## config.mk

```make
export PLATFORM = sky130hd
export DESIGN_NAME = as512512512_spi_ctrl_flat
export DESIGN_NICKNAME = d
export VERILOG_FILES = /design/src/rtl/as512512512_spi_pkg.sv /design/src/rtl/as512512512_spi_if.sv /design/src/rtl/as512512512_spi_rr_arb.sv /design/src/rtl/as512512512_spi_ctrl.sv /design/src/flat_wrapper.sv
export SDC_FILE = /design/constraint.sdc
export NUM_CORES = 1
export LEC_CHECK = 0
export CAP_MARGIN = 20
export CORE_UTILIZATION = 30
export DETAILED_ROUTE_END_ITERATION = 6
export PLACE_DENSITY = 0.76
export SYNTH_ARGS = -nofsm -noshare
export SYNTH_HDL_FRONTEND = slang
export SYNTH_SLANG_ARGS = --single-unit
```

## constraint.sdc

```tcl
create_clock -name clk -period 2.2 [get_ports clk]
set_input_delay 0.33 -clock clk [delete_from_list [all_inputs] [get_ports clk]]
set_output_delay 0.33 -clock clk [all_outputs]
set_load 0.01 [all_outputs]
```

## src/rtl/as512512512_spi_pkg.sv

```systemverilog
// Shared types and constants for the dual-requester SPI transaction controller.
// Holds the controller state enum, the engine busy-assert latency and the
// default chip-select gap.
package as512512512_spi_pkg;

  typedef enum logic [2:0] {
    IDLE,
    SETUP,
    LOAD,
    ARM,
    WAIT,
    NEXT,
    GAP
  } state_e;

  // Cycles after eng_start before the engine's busy flag can be trusted.
  localparam int ARM_CYCLES     = 2;
  localparam int CS_GAP_DEFAULT = 4;

endpackage

```

## src/rtl/as512512512_spi_if.sv

```systemverilog
// One requester port of the SPI controller.
//   master : requester side (drives req/len/tx_data)
//   slave  : controller side (drives gnt/tx_ack/rx_data/rx_valid/done)
interface as512512512_spi_if;
  logic       req;
  logic [3:0] len;
  logic [7:0] tx_data;
  logic       gnt;
  logic       tx_ack;
  logic [7:0] rx_data;
  logic       rx_valid;
  logic       done;

  modport master (
    output req, len, tx_data,
    input  gnt, tx_ack, rx_data, rx_valid, done
  );

  modport slave (
    input  req, len, tx_data,
    output gnt, tx_ack, rx_data, rx_valid, done
  );
endinterface

```

## src/rtl/as512512512_spi_rr_arb.sv

```systemverilog
// Two-way round-robin arbiter.
//   clk, rst_n : clock, synchronous active-low reset
//   en         : arbitration window (controller idle)
//   req[1:0]   : requests, bit 0 = A, bit 1 = B
//   gnt[1:0]   : one-hot grant, combinational, only while en
// The pointer moves on every grant so a tie goes to whoever was not granted
// last; out of reset A wins the first tie.
module as512512512_spi_rr_arb (
  input  logic       clk,
  input  logic       rst_n,
  input  logic       en,
  input  logic [1:0] req,
  output logic [1:0] gnt
);

  logic fav_b;

  always_comb begin
    gnt = '0;
    if (en) begin
      if (req == 2'b11) gnt = fav_b ? 2'b10 : 2'b01;
      else              gnt = req;
    end
  end

  always_ff @(posedge clk) begin
    if (!rst_n)    fav_b <= 1'b0;
    else if (|gnt) fav_b <= gnt[0];
  end

endmodule

```

## src/rtl/as512512512_spi_ctrl.sv

```systemverilog
// SPI transaction controller: arbitrates two requesters onto one byte engine
// and sequences a multi-byte transfer under a single continuous cs_n low.
//   clk, rst_n         : clock, synchronous active-low reset
//   divisor            : SCLK divisor, passed straight to eng_divisor
//   a, b               : requester ports (slave modport)
//   cs_n               : chip select, active-low
//   eng_divisor/eng_din/eng_start : byte-engine controls
//   eng_busy/eng_dout  : byte-engine status and received byte
// Build option: define AS512512512_SPI_CS_GAP_EN to enforce a minimum cs_n-high
// gap of CS_GAP cycles between transactions; otherwise the last byte returns
// straight to IDLE.
module as512512512_spi_ctrl
  import as512512512_spi_pkg::*;
#(
  parameter int CS_GAP = CS_GAP_DEFAULT
) (
  input  logic       clk,
  input  logic       rst_n,
  input  logic [7:0] divisor,
  as512512512_spi_if.slave a,
  as512512512_spi_if.slave b,
  output logic       cs_n,
  output logic [7:0] eng_divisor,
  output logic [7:0] eng_din,
  output logic       eng_start,
  input  logic       eng_busy,
  input  logic [7:0] eng_dout
);

  localparam logic [1:0] ARM_LOAD = 2'(ARM_CYCLES - 1);

  state_e     state, nxt;
  logic [1:0] own;       // owner of the current/last transaction, bit 0 = A
  logic [1:0] gnt_arb;
  logic [3:0] rem;
  logic [1:0] arm_cnt;
  logic [7:0] rx_q;
  logic       active;
  logic       last;

  as512512512_spi_rr_arb u_arb (
    .clk   (clk),
    .rst_n (rst_n),
    .en    (state == IDLE),
    .req   ({b.req, a.req}),
    .gnt   (gnt_arb)
  );

`ifdef AS512512512_SPI_CS_GAP_EN
  // cs_n is high for the GAP cycles plus the IDLE cycle that grants, so GAP
  // itself lasts CS_GAP-1 cycles and the total high time is CS_GAP.
  localparam logic [3:0] GAP_LOAD = 4'(CS_GAP - 1);
  logic [3:0] gap_cnt;

  always_ff @(posedge clk) begin
    if (!rst_n)              gap_cnt <= '0;
    else if (state == NEXT)  gap_cnt <= GAP_LOAD;
    else if (state == GAP)   gap_cnt <= gap_cnt - 4'd1;
  end
`else
  logic unused_cs_gap;
  assign unused_cs_gap = (CS_GAP == 0);
`endif

  assign last = (rem == 4'd0);

  always_comb begin
    nxt = state;
    case (state)
      IDLE:  if (|gnt_arb) nxt = SETUP;
      SETUP: nxt = LOAD;
      LOAD:  nxt = ARM;
      ARM:   if (arm_cnt == 2'd0) nxt = WAIT;
      WAIT:  if (!eng_busy) nxt = NEXT;
      NEXT: begin
        if (!last) nxt = LOAD;
        else begin
`ifdef AS512512512_SPI_CS_GAP_EN
          nxt = (CS_GAP > 1) ? GAP : IDLE;
`else
          nxt = IDLE;
`endif
        end
      end
      GAP: begin
`ifdef AS512512512_SPI_CS_GAP_EN
        if (gap_cnt <= 4'd1) nxt = IDLE;
`else
        nxt = IDLE;
`endif
      end
      default: nxt = IDLE;
    endcase
  end

  always_ff @(posedge clk) begin
    if (!rst_n) begin
      state   <= IDLE;
      own     <= '0;
      rem     <= '0;
      arm_cnt <= '0;
      rx_q    <= '0;
    end else begin
      state <= nxt;
      case (state)
        IDLE: if (|gnt_arb) begin
          own <= gnt_arb;
          rem <= gnt_arb[1] ? b.len : a.len;
        end
        LOAD: arm_cnt <= ARM_LOAD;
        ARM:  if (arm_cnt != 2'd0) arm_cnt <= arm_cnt - 2'd1;
        WAIT: if (!eng_busy) rx_q <= eng_dout;
        NEXT: if (!last) rem <= rem - 4'd1;
        default: ;
      endcase
    end
  end

  // All strobes decode from state, so a reset edge drops them (and raises
  // cs_n) immediately with no done pulse.
  assign active      = state inside {SETUP, LOAD, ARM, WAIT, NEXT};
  assign cs_n        = !active;
  assign eng_start   = (state == LOAD);
  assign eng_din     = eng_start ? (own[1] ? b.tx_data : a.tx_data) : 8'h00;
  assign eng_divisor = divisor;

  assign a.gnt      = own[0] & active;
  assign a.tx_ack   = own[0] & eng_start;
  assign a.rx_valid = own[0] & (state == NEXT);
  assign a.done     = a.rx_valid & last;
  assign a.rx_data  = own[0] ? rx_q : 8'h00;

  assign b.gnt      = own[1] & active;
  assign b.tx_ack   = own[1] & eng_start;
  assign b.rx_valid = own[1] & (state == NEXT);
  assign b.done     = b.rx_valid & last;
  assign b.rx_data  = own[1] ? rx_q : 8'h00;

endmodule

```

## src/flat_wrapper.sv

```systemverilog
// flat-port wrapper written by rule: the top's interface ports become plain ports
module as512512512_spi_ctrl_flat import as512512512_spi_pkg::*;
#(
  parameter int CS_GAP = CS_GAP_DEFAULT
)
  (clk, rst_n, divisor, cs_n, eng_divisor, eng_din, eng_start, eng_busy, eng_dout, a_req, a_len, a_tx_data, a_gnt, a_tx_ack, a_rx_data, a_rx_valid, a_done, b_req, b_len, b_tx_data, b_gnt, b_tx_ack, b_rx_data, b_rx_valid, b_done);
  as512512512_spi_if a_i ();
  as512512512_spi_if b_i ();
  input  logic clk;
  input  logic rst_n;
  input  logic [7:0] divisor;
  output logic cs_n;
  output logic [7:0] eng_divisor;
  output logic [7:0] eng_din;
  output logic eng_start;
  input  logic eng_busy;
  input  logic [7:0] eng_dout;
  input wire logic [$bits(a_i.req)-1:0] a_req;
  input wire logic [$bits(a_i.len)-1:0] a_len;
  input wire logic [$bits(a_i.tx_data)-1:0] a_tx_data;
  output wire logic [$bits(a_i.gnt)-1:0] a_gnt;
  output wire logic [$bits(a_i.tx_ack)-1:0] a_tx_ack;
  output wire logic [$bits(a_i.rx_data)-1:0] a_rx_data;
  output wire logic [$bits(a_i.rx_valid)-1:0] a_rx_valid;
  output wire logic [$bits(a_i.done)-1:0] a_done;
  input wire logic [$bits(b_i.req)-1:0] b_req;
  input wire logic [$bits(b_i.len)-1:0] b_len;
  input wire logic [$bits(b_i.tx_data)-1:0] b_tx_data;
  output wire logic [$bits(b_i.gnt)-1:0] b_gnt;
  output wire logic [$bits(b_i.tx_ack)-1:0] b_tx_ack;
  output wire logic [$bits(b_i.rx_data)-1:0] b_rx_data;
  output wire logic [$bits(b_i.rx_valid)-1:0] b_rx_valid;
  output wire logic [$bits(b_i.done)-1:0] b_done;
  assign a_i.req = a_req;
  assign a_i.len = a_len;
  assign a_i.tx_data = a_tx_data;
  assign a_gnt = a_i.gnt;
  assign a_tx_ack = a_i.tx_ack;
  assign a_rx_data = a_i.rx_data;
  assign a_rx_valid = a_i.rx_valid;
  assign a_done = a_i.done;
  assign b_i.req = b_req;
  assign b_i.len = b_len;
  assign b_i.tx_data = b_tx_data;
  assign b_gnt = b_i.gnt;
  assign b_tx_ack = b_i.tx_ack;
  assign b_rx_data = b_i.rx_data;
  assign b_rx_valid = b_i.rx_valid;
  assign b_done = b_i.done;
  as512512512_spi_ctrl #(.CS_GAP(CS_GAP)) u_core (.clk(clk), .rst_n(rst_n), .divisor(divisor), .a(a_i), .b(b_i), .cs_n(cs_n), .eng_divisor(eng_divisor), .eng_din(eng_din), .eng_start(eng_start), .eng_busy(eng_busy), .eng_dout(eng_dout));
endmodule
```

; Word level (Yosys, flattened, before mapping)
; Cells that the tools add are included.
; Widths: inputs -> output; s select.
[classes]
bitwise = 9
n_eq_ne = 11
muxes = 18
n_reduce_logical = 14
n_addsub = 2
[op_table]
columns = cell, count
row1 = $mux 8, 4
row2 = $pmux 3 s6, 1
row3 = $mux 4, 3
row4 = $mux 2, 5
row5 = $mux 3, 3
row6 = $and 1x1->1, 8
row7 = $pmux 4 s2, 1
row8 = $eq 3x2->1 const B, 2
row9 = $eq 3x3->1 const B, 2
row10 = $ne 2x1->1 const B, 3
row11 = $reduce_and 2->1, 3
row12 = $reduce_and 3->1, 2
row13 = $reduce_bool 2->1, 3
row14 = $reduce_bool 5->1, 1
row15 = $logic_not 4->1, 1
row16 = $ne 2x2->1 const B, 2
row17 = $pmux 2 s2, 1
row18 = $sub 4x1->4 const B, 1
row19 = $eq 3x1->1 const B, 1
row20 = $logic_not 3->1, 1
row21 = $eq 2x2->1 const B, 1
row22 = $logic_not 2->1, 1
row23 = $reduce_or 2->1, 1
row24 = $sub 2x1->2 const B, 1
row25 = other kinds (2), 2
[word_totals]
output_inout_bits = 42
wordCells = 60
register_bits = 20
inputBits = 45

; Logic depth before layout (Yosys ltp)
[depth]
ltp_word = 6
ltp_mapped = 6

; Cells and area by module
; From an unflattened synthesis, not the netlist that was laid out.
[unflattened]
hier_cells = 178
hier_area_um2 = 1420.1
[modules_own_cells]
columns = module, seq_area_each_um2, cells_per_inst, area_per_inst_um2, instances
row1 = as512512512_spi_ctrl, 380.4, 169, 1361.3, 1
row2 = as512512512_spi_rr_arb, 20.0, 9, 58.8, 1

; Least setup slack after synthesis
; OpenSTA, ideal clock, no wires.
[synth_path]
path_kind = reg-to-output
from = reg u_core.state[2]
to = out a_tx_ack
path_slack_ns = 0.575
t_required_ns = 1.870
arrival_ns = 1.295
n_path_buf = 2
stages_incl_launch_ff = 7
path_cell_list = dfxtp_1 -> buf_6 -> nand2b_1 -> or2_2 -> buf_2 -> inv_1 -> and2_1
[synth_between]
elab_chain_len = 2
[synth_lines]
columns = element, line
row1 = start: declaration, as512512512_spi_ctrl.sv:32  ; state_e state, nxt;
row2 = start signal: assignment, as512512512_spi_ctrl.sv:104  ; state <= nxt;
row3 = $eq 3x2->1, as512512512_spi_ctrl.sv:123  ; assign eng_start = (state == LOAD);
row4 = net eng_start, flat_wrapper.sv:15  ; output logic eng_start;
row5 = $and 1x1->1, as512512512_spi_ctrl.sv:128  ; assign a.tx_ack = own[0] & eng_start;
row6 = end: declaration, flat_wrapper.sv:22  ; output wire logic [$bits(a_i.tx_ack)-1:0] a_tx_ack;
; The timed path passes the listed nets, and every way through them passes these cells.

; Final worst setup path
[layout_path]
from = reg u_core.rem[0]
to = out b_done
[layout_between]
elab_chain_len = 2
[layout_lines]
columns = element, line
row1 = start: declaration, as512512512_spi_ctrl.sv:35  ; logic [3:0] rem;
row2 = start signal: assignment, as512512512_spi_ctrl.sv:108  ; rem <= gnt_arb[1] ? b.len : a.len;
row3 = start signal: assignment, as512512512_spi_ctrl.sv:113  ; NEXT: if (!last) rem <= rem - 4'd1;
row4 = $logic_not 4->1, as512512512_spi_ctrl.sv:65  ; assign last = (rem == 4'd0);
row5 = $and 1x1->1, as512512512_spi_ctrl.sv:136  ; assign b.done = b.rx_valid & last;
row6 = end: declaration, flat_wrapper.sv:33  ; output wire logic [$bits(b_i.done)-1:0] b_done;
; Every way passes these cells.

==> results.txt <==
----------------------------------------------------
[Status]
  Run status ... complete, no violations

[GRT]
  Overall Global Routing Usage ... 16.00%
  First-pass GRT wire length ... 6382 um
  Pin count of the biggest net entering global routing ... 21
  Number of antenna violations at the first check in global routing ... 0
  Via count of the first global-routing pass ... 1,380
  Remaining global-route overflow ... 0

[Critical path]
  Type of origin of the critical path ... register
  Slowest cell on the critical path ... clkdlybuf4s50_1
  Required time worst endpoint ... 1870 ps
  Worst EP arrival ... 1790 ps
  Type of the worst setup path ... register to output port
  Family with the most delay on the worst path ... buffers and inverters
  Element type at the critical path end ... output port
  Largest driver fanout on the critical path ... 4
  Cells traversed along the worst timing path ... inv_1, ha_1, nor3b_4, and3_1, clkdlybuf4s50_1
  Max stage delay on crit path ... 530 ps
  WP buf/inv ... 2

[CTS]
  TritonCTS clock tree ... built
  Latest clock arrival within the worst-skew pair ... 260 ps
  H-Tree Depth ... 1
  Number of clock sinks seen by CTS ... 20
  Maximum buffer depth of the clock tree ... 2
  Clk root buf ... clkbuf_8
  Setup fix buffers added after clock tree synthesis ... 0
  Hold-fix buffers at CTS ... 0
  Number of CTS-inserted buffers ... 3
  Clock transition at the registers of the reported paths ... 70 ps

[Timing]
  Normalized max-slew margin ... 64.24%
  Slew Limit Fails ... 0
  Post-route minimum period ... 2117 ps
  Aggregate negative setup slack ... 0 ps
  Maximum clock rate ... 472.3 MHz
  Actual transition at the worst max-transition pin ... 532.4 ps
  Worst path setup slack after routing ... 82.57 ps
  Final period utilization ... 96.25%
  Final setup vio count ... 0
  Hold Violations, Final ... 0
  Clock skew after layout ... 3.034 ps

[Drt]
  Vias ... 1,452
  Detailed-route wire length per cell ... 13.20 um
  Ratio of routed vias to standard cells ... 5.007
  Total routed wirelength ... 3829 um
  First drt pass iteration count ... 4
  Remaining DRCs ... 0
  DRT antenna net count ... 0
  Drt first-iter violations ... 103

[Synthesis]
  Top cell type by total area after synthesis ... dfxtp_1
  Count of synthesis-stage warnings from yosys ... 0
  Top FF cell, synth ... dfxtp_1
  Flip-flop and latch count after synthesis ... 20
  Synthesized instance count ... 173
  EDFF count, synth ... 0
  Per-instance average area after synthesis ... 7.948 um2
  Leading post-synthesis cells by cell area ... dfxtp_1 (29%), and2_1 (10%), a21oi_1 (5.8%)
  Post-synth cell types ... 44
  Number of nets in the synthesized netlist ... 220
  Post-synthesis async set-or-reset flop share ... 0%
  Post-synthesis cell area ... 1375 um2
  Share of the synthesized area in the top cell type ... 29.12%
  Seq/Total Area, Yosys ... 29.12%

[Floorplan]
  Starting utilization of the core area ... 31.36%
  Die Ht ... 69.70 um
  Core Rows ... 24
  Die W ... 69.70 um
  Core outline area ... 4384 um2
  I/O pins ... 87
  Die Footprint ... 4858 um2

[Power and ir drop]
  Pwr per Cell Area ... 488.6 nW/um2
  Total power ... 1.051 mW
  Static power due to leakage ... 0.8116 nW
  Worst ir drop on vdd ... 222.2 uV

[Final layout]
  Proportion of layout cells with a drive suffix above 1 ... 9.664%
  Number of diodes added for antenna fixing ... 0
  Multi-input combinational cell area ... 832.0 um2
  Final Cell Area ... 2151 um2
  Utilization after layout ... 49.06%
  Filler instances ... 459
  Area used by sequential logic in the layout ... 400.4 um2
  Final net count ... 287
  Area added between synthesis and finish ... 56.41%

[Placed design]
  Port Buffer Count ... 70
  Post-Place Setup Slack ... 315.5 ps
  Half-perimeter wire length after detailed placement ... 2859 um
  Routability congestion estimate from global placement ... 0.8321
  Area post-placement ... 2093 um2

[Min path]
  Classification of the worst-slack hold path ... register to register

[Run]
  Number of max-cap violations ... 0

----------------------------------------------------
path summary, 6_finish.rpt:
check / endpoint / slack, ps / start / cells after the start
max: b_done / 80 / u_core.rem[0]$_SDFFE_PN0P_ / 5
min: u_core.rx_q[5]$_SDFFE_PN0P_ / 470 / u_core.rx_q[5]$_SDFFE_PN0P_ / 2
max reg2reg: u_core.rem[1]$_SDFFE_PN0P_ / 490 / u_core.rem[0]$_SDFFE_PN0P_ / 6
min reg2reg: u_core.rx_q[5]$_SDFFE_PN0P_ / 470 / u_core.rx_q[5]$_SDFFE_PN0P_ / 2
power by group:
part           switching (mW)  total [mW]  internal, mW
Sequential             0.0319       0.420         0.388
Combinational           0.176       0.390         0.214
Clock                   0.119       0.241         0.122
stage by stage:
step / hold WS [ps] / cells
CTS: 470.6 / 290
finish: 467.3 / 290
global placement: 447.6 / 287
detailed placement: 458.7 / 287
global route: 489.4 / 290
floorplan: 440.1 / 173
cell type report:
| cell class | instances | share of cell area [%] |
|---|---|---|
| repair buffers | 80 | 36.18 |
| inverters | 9 | 1.571 |
| clock buffers | 3 | 1.920 |
| multi-input cells | 126 | 38.69 |
| well taps | 52 | 3.025 |
| flip-flops and latches | 20 | 18.62 |
cells in the final DEF (no fill, tap or decap), types with 2 or more instances in the layout:
cell type,synthesis,layout
nand3b_1,2,2
a32oi_1,2,2
nor4_1,2,2
dfxtp_1,20,20
a22oi_1,4,4
inv_1,8,8
and2_1,22,22
buf_4,10,10
nor2_1,14,14
clkbuf_8,0,3
clkdlybuf4s50_1,0,69
and3_1,3,3
ha_1,2,2
nand2b_1,2,2
a32o_1,4,4
mux2i_1,8,8
a21oi_1,16,16
nand3_1,2,2
nand2_1,21,21
cells by family (layout without fill, tap and decap cells):
logic type | after synthesis | after routing | share of synthesized area (%)
DFF | 20 | 20 | 29.12
AOI/OAI and AO/OA | 37 | 37 | 19.38
buffers and inverters | 27 | 92 | 11.37
muxes | 8 | 8 | 5.824
and+or+nand+nor | 79 | 79 | 32.48
adders and majority gates | 2 | 2 | 1.820
repair_timing:
item,in CTS,in global routing
hold endpoints to repair,0,0
setup endpoints to repair,0,4
gates resized for setup,0,4
state kept, by name (all words and copies together) (netlist names):
| signal | count |
|---|---|
| u_core.state | 3 |
| u_core.rx_q | 8 |
| u_core.arm_cnt | 2 |
| u_core.u_arb.fav_b | 1 |
| u_core.rem | 4 |
| u_core.own | 2 |
per-layer routing:
layer	track usage, %	up-vias	wire, um
met5	0	-	0
met4	4.222	0	23
met3	4.070	4	271
met2	27.83	54	1874
met1	19.54	669	1659
li1	-	725	-
Yosys cell counts, drive strengths merged, types with 2 or more instances:
master   n
nand2b   2
a21oi   16
or2      3
buf     14
inv      8
ha       2
nor2    14
a32o     4
nand3b   2
dfxtp   20
clkbuf   4
nor3     2
and2    22
a22oi    5
nand3    3
nor4     3
a32oi    2
and3     3
mux2i    8
nand2   21
worst min-delay path: cells and delay by family (launching register included):
kind               cells  cell delay [ps]
AOI/OAI and AO/OA      1               50
DFF                    1              320
and+or+nand+nor        1               50
Note: power is estimated with default switching activity, not from simulation.
